### src/rtl/evr_pkg.sv
// Shared types and default constants for the EVR clock-path phase-shift
// sequencer.
//   ps_state_t  : sequencer FSM states
//   ps_status_t : sticky error flags as reported to the register block,
//                 packed MSB-first as {limit_hit, timeout, overflow}
package evr_pkg;

  typedef enum logic [1:0] {
    IDLE   = 2'd0,
    ISSUE  = 2'd1,
    WAIT   = 2'd2,
    SETTLE = 2'd3
  } ps_state_t;

  typedef struct packed {
    logic limit_hit;
    logic timeout;
    logic overflow;
  } ps_status_t;

  localparam int POS_LIMIT_DEF      = 2240;
  localparam int SETTLE_CYCLES_DEF  = 4;
  localparam int TIMEOUT_CYCLES_DEF = 64;

endpackage

### src/rtl/mmcm_ps_ctrl.sv
// MMCM dynamic phase-shift sequencer (psclk domain).
// Queues single-step inc/dec requests in a signed saturating counter and
// issues them one at a time on psen/psincdec, waiting for psdone and then a
// fixed settle interval before the next step. Tracks the accumulated phase
// position, refuses steps beyond +/-POS_LIMIT, and keeps sticky error flags.
//
// Ports:
//   clk, rst      clock, synchronous active-high reset
//   ena           link ready; low flushes the queue, zeroes pos, forces IDLE
//   inc_req       one-cycle request for a +1 step
//   dec_req       one-cycle request for a -1 step
//   clr_err       one-cycle pulse clearing the sticky status flags
//   psen          one-cycle phase-shift enable pulse to the MMCM
//   psincdec      step direction (1 = increment), held until the next step
//   psdone        MMCM step completion pulse
//   busy          FSM not idle or steps still queued
//   pending       signed count of queued, not yet issued steps
//   pos           signed accumulated phase position
//   status        sticky {limit_hit, timeout, overflow}
module mmcm_ps_ctrl
  import evr_pkg::*;
#(
  parameter int PEND_W         = 8,
  parameter int POS_W          = 16,
  parameter int POS_LIMIT      = POS_LIMIT_DEF,
  parameter int SETTLE_CYCLES  = SETTLE_CYCLES_DEF,
  parameter int TIMEOUT_CYCLES = TIMEOUT_CYCLES_DEF
) (
  input  logic              clk,
  input  logic              rst,
  input  logic              ena,
  input  logic              inc_req,
  input  logic              dec_req,
  input  logic              clr_err,
  output logic              psen,
  output logic              psincdec,
  input  logic              psdone,
  output logic              busy,
  output logic [PEND_W-1:0] pending,
  output logic [POS_W-1:0]  pos,
  output logic [2:0]        status
);

  localparam int TMO_W = $clog2(TIMEOUT_CYCLES + 1);
  localparam int SET_W = $clog2(SETTLE_CYCLES + 1);

  localparam logic [TMO_W-1:0] TMO_LAST = TMO_W'(TIMEOUT_CYCLES - 1);
  localparam logic [SET_W-1:0] SET_LAST = SET_W'(SETTLE_CYCLES - 1);

  localparam logic signed [PEND_W-1:0] PEND_ONE = PEND_W'(1);
  localparam logic signed [PEND_W-1:0] PEND_MAX = {1'b0, {(PEND_W-1){1'b1}}};
  localparam logic signed [PEND_W-1:0] PEND_MIN = -PEND_MAX;

  localparam logic signed [POS_W-1:0] POS_ONE = POS_W'(1);
  localparam logic signed [POS_W-1:0] POS_MAX = POS_W'(POS_LIMIT);
  localparam logic signed [POS_W-1:0] POS_MIN = -POS_MAX;

  // Elaboration-time parameter sanity checks.
  if (longint'(POS_LIMIT) > ((longint'(1) << (POS_W - 1)) - 1) || POS_LIMIT < 1) begin : g_bad_pos_limit
    $error("mmcm_ps_ctrl: POS_LIMIT must be in 1 .. 2**(POS_W-1)-1");
  end
  if (PEND_W < 2) begin : g_bad_pend_w
    $error("mmcm_ps_ctrl: PEND_W must be at least 2");
  end
  if (SETTLE_CYCLES < 1 || TIMEOUT_CYCLES < 1) begin : g_bad_cycles
    $error("mmcm_ps_ctrl: SETTLE_CYCLES and TIMEOUT_CYCLES must be at least 1");
  end

  ps_state_t               state_q, state_d;
  logic signed [PEND_W-1:0] pend_q, pend_d, pend_c, consume;
  logic signed [POS_W-1:0]  pos_q, pos_d;
  logic                     psinc_q, psinc_d;
  logic [TMO_W-1:0]         tmo_q, tmo_d;
  logic [SET_W-1:0]         set_q, set_d;
  ps_status_t               status_q, status_d;

  logic pend_pos, pend_neg, req_up, req_dn;
  logic set_limit, set_tmo, set_ovf;

  assign pend_neg = pend_q[PEND_W-1];
  assign pend_pos = !pend_q[PEND_W-1] && (pend_q != '0);

  // Simultaneous inc and dec cancel out.
  assign req_up = inc_req & ~dec_req;
  assign req_dn = dec_req & ~inc_req;

  // Step sequencing, position tracking and queue bookkeeping.
  always_comb begin
    state_d   = state_q;
    psinc_d   = psinc_q;
    pos_d     = pos_q;
    tmo_d     = tmo_q;
    set_d     = set_q;
    consume   = '0;
    set_limit = 1'b0;
    set_tmo   = 1'b0;
    set_ovf   = 1'b0;

    unique case (state_q)
      IDLE: begin
        // A queued step at the position limit is dropped rather than issued,
        // so the queue drains instead of stalling.
        if (pend_pos) begin
          consume = PEND_ONE;
          if (pos_q < POS_MAX) begin
            state_d = ISSUE;
            psinc_d = 1'b1;
          end else begin
            set_limit = 1'b1;
          end
        end else if (pend_neg) begin
          consume = -PEND_ONE;
          if (pos_q > POS_MIN) begin
            state_d = ISSUE;
            psinc_d = 1'b0;
          end else begin
            set_limit = 1'b1;
          end
        end
      end
      ISSUE: begin
        state_d = WAIT;
        tmo_d   = '0;
      end
      WAIT: begin
        // psdone wins over an expiry in the same cycle.
        if (psdone) begin
          pos_d   = psinc_q ? pos_q + POS_ONE : pos_q - POS_ONE;
          set_d   = '0;
          state_d = SETTLE;
        end else if (tmo_q == TMO_LAST) begin
          set_tmo = 1'b1;
          state_d = IDLE;
        end else begin
          tmo_d = tmo_q + TMO_W'(1);
        end
      end
      SETTLE: begin
        if (set_q == SET_LAST) state_d = IDLE;
        else                   set_d   = set_q + SET_W'(1);
      end
      default: state_d = IDLE;
    endcase

    // consume always points toward zero, so pend_c stays in range; only the
    // new request can push past saturation, and then it is the one dropped.
    pend_c = pend_q - consume;
    pend_d = pend_c;
    if (req_up) begin
      if (pend_c == PEND_MAX) set_ovf = 1'b1;
      else                    pend_d  = pend_c + PEND_ONE;
    end else if (req_dn) begin
      if (pend_c == PEND_MIN) set_ovf = 1'b1;
      else                    pend_d  = pend_c - PEND_ONE;
    end

    // Clear first so a same-cycle set survives; nothing sets while ena is low.
    status_d = clr_err ? '0 : status_q;
    if (ena) begin
      if (set_limit) status_d.limit_hit = 1'b1;
      if (set_tmo)   status_d.timeout   = 1'b1;
      if (set_ovf)   status_d.overflow  = 1'b1;
    end
  end

  always_ff @(posedge clk) begin
    if (rst) begin
      state_q  <= IDLE;
      pend_q   <= '0;
      pos_q    <= '0;
      psinc_q  <= 1'b0;
      tmo_q    <= '0;
      set_q    <= '0;
      status_q <= '0;
    end else if (!ena) begin
      // Link down: the MMCM relocks at zero phase, so forget everything but
      // the error history and the last direction.
      state_q  <= IDLE;
      pend_q   <= '0;
      pos_q    <= '0;
      tmo_q    <= '0;
      set_q    <= '0;
      status_q <= status_d;
    end else begin
      state_q  <= state_d;
      pend_q   <= pend_d;
      pos_q    <= pos_d;
      psinc_q  <= psinc_d;
      tmo_q    <= tmo_d;
      set_q    <= set_d;
      status_q <= status_d;
    end
  end

  // ISSUE lasts exactly one cycle, so psen is a single-cycle pulse.
  assign psen     = (state_q == ISSUE);
  assign psincdec = psinc_q;
  assign busy     = (state_q != IDLE) || (pend_q != '0);
  assign pending  = pend_q;
  assign pos      = pos_q;
  assign status   = status_q;

endmodule

### config.mk
export PLATFORM = sky130hd
export DESIGN_NAME = mmcm_ps_ctrl
export DESIGN_NICKNAME = d
export VERILOG_FILES = /design/src/rtl/evr_pkg.sv /design/src/rtl/mmcm_ps_ctrl.sv
export SDC_FILE = /design/constraint.sdc
export NUM_CORES = 1
export LEC_CHECK = 0
export ABC_AREA = 1
export ABC_CLOCK_PERIOD_IN_PS = 2730
export BUFFER_PORTS_ARGS = -buffer_cell sky130_fd_sc_hd__buf_2
export CAP_MARGIN = 20
export CORE_UTILIZATION = 40
export DETAILED_ROUTE_END_ITERATION = 7
export PLACE_DENSITY = 0.63
export SLEW_MARGIN = 20
export SYNTH_ARGS = -nofsm -noshare
export SYNTH_HDL_FRONTEND = slang
export SYNTH_SLANG_ARGS = --single-unit
### constraint.sdc
create_clock -name clk -period 2.73 [get_ports clk]
set_input_delay 0 -clock clk [delete_from_list [all_inputs] [get_ports clk]]
set_output_delay 0 -clock clk [all_outputs]
set_load 0.005 [all_outputs]
# Word level (Yosys, flattened, before mapping)
# Index checks and enable logic that the tools add are counted.
# classes
bitwise	5
order_cmp	2
add_sub_neg	7
eq_ne	17
muxes	43
n_reduce_logical	16
# op_table
operator	count
two-way mux 8 bit	7
two-way mux 1 bit	19
adder 16 x 2 -> 16 bit, second input constant	1
equality test 8 bit, second input constant	2
greater-than comparator 16 x 13 -> 1 bit, second input constant	1
less-than comparator 16 x 13 -> 1 bit, second input constant	1
two-way mux 16 bit	1
subtractor 16 x 2 -> 16 bit, second input constant	1
two-way mux 2 bit	7
two-way mux 7 bit	2
case mux 7 bit (2 select lines)	1
two-way mux 3 bit	4
!= test 3 bit, second input constant	4
!= test 2 bit, second input constant	5
AND reduction 5 bit	2
nonzero test 2 bit	5
adder 8 x 2 -> 8 bit, second input constant	1
case mux 2 bit (4 select lines)	1
nonzero test 8 bit	1
subtractor 8 x 2 -> 8 bit, second input constant	1
subtractor 8 bit	1
adder 7 x 1 -> 7 bit, second input constant	1
equality test 7 x 6 -> 1 bit, second input constant	1
case mux 3 bit (2 select lines)	1
14 further kinds	19
# word_totals
output_inout_bits	30
regBits	40

# Depth between registers and ports, before layout
# logic_depth
depth_word	11
ltp_mapped	20
mapped_depth_nobuf	20

# Worst setup path after synthesis
# Ideal clock, no wire load.
# synth_path
path_type	flip-flop to flip-flop
start	reg state_q[0]
end	reg pend_q[0], in the netlist pending[0]
path_slack_ps	169
arrival_time_ps	2446
path_stages_with_launch	18
path_buffers	0
synth_period_minus_slack_ps	2561
cell_sequence	dfxtp_1 > inv_1 > ha_1 > inv_1 > nor2_1 > ha_1 > fa_1 > inv_1 > ha_1 > nand3_2 > nor2_4 > nand2_4 > nor2_8 > nor2_2 > inv_1 > nand3_1 > nand2_1 > nor2_1
# synth_via
elab_chain_cells	7
# synth_rtl
item	line	rtl
start: declaration	mmcm_ps_ctrl.sv:69	ps_state_t state_q, state_d;
start signal: assignment	mmcm_ps_ctrl.sv:185	state_q <= state_d;
logical NOT 2 bit *	mmcm_ps_ctrl.sv:99	unique case (state_q)
two-way mux 8 bit *	mmcm_ps_ctrl.sv:99	
subtractor 8 bit *	mmcm_ps_ctrl.sv:147	pend_c = pend_q - consume;
subtractor 8 x 2 -> 8 bit / equality test 8 bit (equally long branches)	mmcm_ps_ctrl.sv:154, mmcm_ps_ctrl.sv:153	
two-way mux 8 bit	mmcm_ps_ctrl.sv:153	if (pend_c == PEND_MIN) set_ovf = 1'b1;
two-way mux 8 bit	mmcm_ps_ctrl.sv:152	end else if (req_dn) begin
two-way mux 8 bit *	mmcm_ps_ctrl.sv:149	if (req_up) begin
end signal: assignment	mmcm_ps_ctrl.sv:186	pend_q <= pend_d;
end: declaration	mmcm_ps_ctrl.sv:70	logic signed [PEND_W-1:0] pend_q, pend_d, pend_c, consume;
# Mark *: on every way between the ends. The rest lies on a longest branch, timed or not.
# A chain may end at the register's enable or synchronous reset.

# Worst setup path in the final report
# layout_path
start	reg pend_q[6], in the netlist pending[6]
end	reg pend_q[1], in the netlist pending[1]
# layout_via
elab_chain_cells	9
# layout_rtl
item	line	rtl
nonzero test 8 bit	mmcm_ps_ctrl.sv:81	assign pend_pos = !pend_q[PEND_W-1] && (pend_q != '0);
logical AND 1 bit	mmcm_ps_ctrl.sv:81	
two-way mux 8 bit	mmcm_ps_ctrl.sv:103	if (pend_pos) begin
two-way mux 8 bit	mmcm_ps_ctrl.sv:99	
subtractor 8 bit *	mmcm_ps_ctrl.sv:147	
subtractor 8 x 2 -> 8 bit / equality test 8 bit (equally long branches)	mmcm_ps_ctrl.sv:154, mmcm_ps_ctrl.sv:153	
two-way mux 8 bit	mmcm_ps_ctrl.sv:153	
two-way mux 8 bit	mmcm_ps_ctrl.sv:152	
two-way mux 8 bit *	mmcm_ps_ctrl.sv:149	
# Marked as above.

==> impl_metrics.toml <==
[drt]
drt_iter0_drc = 113
drc = 0
vias = 3499
wl_per_cell_um = 12.68
totalWireLength_um = 8785
m1WireLength_um = 4181
drtAntennaViolNets = 0
viasPerCell = 5.049
firstDrtPassIters = 4
met3_length_um = 335
top_layer_used = "met4"
dr_wl_met2_um = 4097

[worst_setup_path]
rr_endpoint = "pending[1]$_SDFF_PP0_"
r2r_slack_ns = 0.11
max_stage_delay_ns = 0.59
cp-startpoint = "pending[6]$_SDFF_PP0_"
cp.required_ns = 2.91
cp_num_cells = 15
critPathSlowestCell = "fa_2"
crit_top_cell = "nand2_1"
cp-start-kind = "flip-flop"
cpLargestDelayFamily = "simple AND/OR/NAND/NOR gates"
cp.arrival_ns = 2.80
worstSetupEndpointType = "flip-flop"
rr_startpoint = "pending[6]$_SDFF_PP0_"
rr_worst_depth = 15
cp_num_buf_inv = 1
crit_fanout = 5
cp_cell_sequence = "nor2_2 > nand3_2 > nor3_4 > nor2_1 > ha_2 > fa_2 > buf_4 > ha_1 > nand3_1 > nor2_2 > nand2_1 > nand2_1 > nand2_1 > nand3_1 > a21oi_2"
critical_path_class = "reg -> reg"

[synth]
ys_warn_count = 0
ys_types = 40
synth.area.top_cells = "dfxtp_1 (23%), nand2_1 (13%), ha_1 (12%), inv_1 (8.4%), nand3_1 (6.6%)"
synth_edf_count = 0
synth-seq-cells = 40
synth.largest_area_cell = "dfxtp_1"
synth_nets = 563
synth_top_area_share = 0.2344
syn_avg_cell_area_um2 = 6.544
synth_async_sr_flop_share = 0
ys_seq_area_frac = 0.2344
ys.flop_type = "dfxtp_1"
syn_area_mm2 = 0.003416
syn_inst = 522

[clock_network]
cts-root-buf = "clkbuf_8"
clkTransAtPathRegs_ns = 0.08
clk_latency_ns = 0.29
cts_tree = "done"
clockBufferDepth = 2
clock_sinks = 40
htreeDepth = 2
cts_buffers = 5

[timing]
fin_ws_ns = 0.1146
hold_viol = 0
timing.hold.ws_ns = 0.06478
fin_crit_sh = 0.9580
fin_skew_ns = 0.01155
min_period_ns = 2.615
rsz0062_at_grt = "true"
maxSlewHeadroom = 0.7131
timing.fmax_ghz = 0.3824
drv_slew = 0
finalSetupViolCount = 0
worstMarginPinSlew_ns = 0.4276
finalSetupTns_ns = 0

[die]
rows = 33
die_area_mm2 = 0.008913
start_util = 0.4136
ios = 37
fp.dieW_um = 94.41
core_mm2 = 0.008258
die_y_um = 94.41

[global_route]
grt_pass1_wl_um = 14390
overflow = 0
antenna_found_initial = 0
grt_max_degree = 20
grtUsageTotal = 0.2057
grt_pass1_vias = 3186

[min_path]
hold_path.startpoint = "psdone"
whs_path_depth = 4
hold_end = "status[1]$_SDFF_PP0_"
hold_class = "in -> reg"

[placement]
dp_hpwl_um = 6876
gp_congestion = 0.8814
dp_worst_setup_slack_ns = -0.04900
portBuffers = 36
dp_cells = 672

[finish]
instances_no_fill = 693
syn_to_final_growth_pct = 19.78
fin_util = 0.4955
drive_above_1_share = 0.2075
num_antenna_cells = 0
final_common_cell = "nand2_1"
mostFrequentLayoutCells = "nand2_1 (116), inv_1 (75), nor2_1 (50)"
num-nets-final = 629
fill_cells = 862

[flow_run]
maxCapViolCount = 0

[power]
ir_drop_uv = 509.9
pwr_density_cell_mw_per_mm2 = 1157
p_leak_uw = 0.002197

[run_status]
status = "finished, final reports clean"
==> metrics by stage <==
step / area [um^2] / total power, uW
global placement: 3809 / 3825
global route: 4091 / 5185
CTS: 3965 / 4382
detailed placement: 3809 / 3845
finish: 4091 / 4734
floorplan: 3416 / 3195
==> report_power, final <==
part           total [uW]  switching (uW)  leakage (uW)  internal [uW]
combinational        3660            2250       0.00183           1400
sequential            692            49.8      0.000325            643
clock                 384             211     0.0000400            173
==> flip-flops by register name, summed over array words and instances, names as in the netlist <==
signal and flops:
pending 8, pos 16, psincdec 1, set_q 3, state_q 2, status 3, tmo_q 7
==> cell usage after synthesis, types with 2 or more instances <==
master	n
nand4_1	11
o21ai_0	24
a211oi_1	4
nand3_1	45
inv_2	7
fa_1	2
xnor2_1	5
nand2_4	6
o31ai_1	2
a21oi_1	37
dfxtp_1	40
nand3_2	6
a21o_1	3
nor3_2	2
xor2_1	13
nand2_1	119
nor3_1	6
inv_1	76
clkbuf_1	2
nor2_2	5
nor2_4	2
nor2_1	52
ha_1	32
nand3b_1	2
nand2_2	4
==> logic make-up (layout without fill, tap and decap cells) <==
logic type,Yosys count,after routing,share of synthesized area
and+or+nand+nor,264,264,0.3656
buffers and inverters,88,154,0.09707
AOI/OAI and AO/OA,78,78,0.1278
DFF,40,40,0.2344
adders and majority gates,34,34,0.1289
xor gates and xnor gates,18,18,0.04615
==> per-layer routing <==
metal / track usage / up-vias
met5: 0 / -
met1: 0.2676 / 1584
met3: 0.03060 / 16
met2: 0.3448 / 67
met4: 0.07179 / 0
li1: - / 1832
==> repair_timing <==
| action | in CTS | in global routing |
|---|---|---|
| hold endpoints to repair | 4 | 0 |
| pin swaps | 2 | 19 |
| buffers inserted | 5 | 7 |
| hold buffers | 2 | 0 |
| endpoints found under the setup margin | 7 | 9 |
| gates resized for setup | 5 | 20 |
==> worst register-to-register path, delay by kind of cell (launching register included) <==
kind            cells  cell delay [ns]
flops               1             0.34
buf+inv             1             0.14
compound gates      1             0.07
simple gates       10             1.03
fa+ha+maj           3             0.93
==> final cells by class <==
class	count	area [um^2]	share of cell area
multi-input combinational	394	2372	0.5798
clock buffer	5	68.82	0.01682
clock inverter	2	12.51	0.003058
tap	105	131.4	0.03211
sequential	40	803.3	0.1963
inverter	84	315.3	0.07706
timing repair buffer	63	387.9	0.09480
==> worst max path at each step <==
| stage | slack [ns] | endpoint |
|---|---|---|
| 2_1_floorplan | 0.17 | pending[0]$_SDFF_PP0_ |
| 3_3_place_gp | -0.01 | status[0]$_SDFF_PP0_ |
| 3_5_place_dp | -0.05 | status[0]$_SDFF_PP0_ |
| 4_1_cts | 0.004 | pending[7]$_SDFF_PP0_ |
| 5_1_grt | -0.03 | pending[7]$_SDFF_PP0_ |
| 6_report | 0.11 | pending[1]$_SDFF_PP0_ |
(Power assumes the default switching activity.)
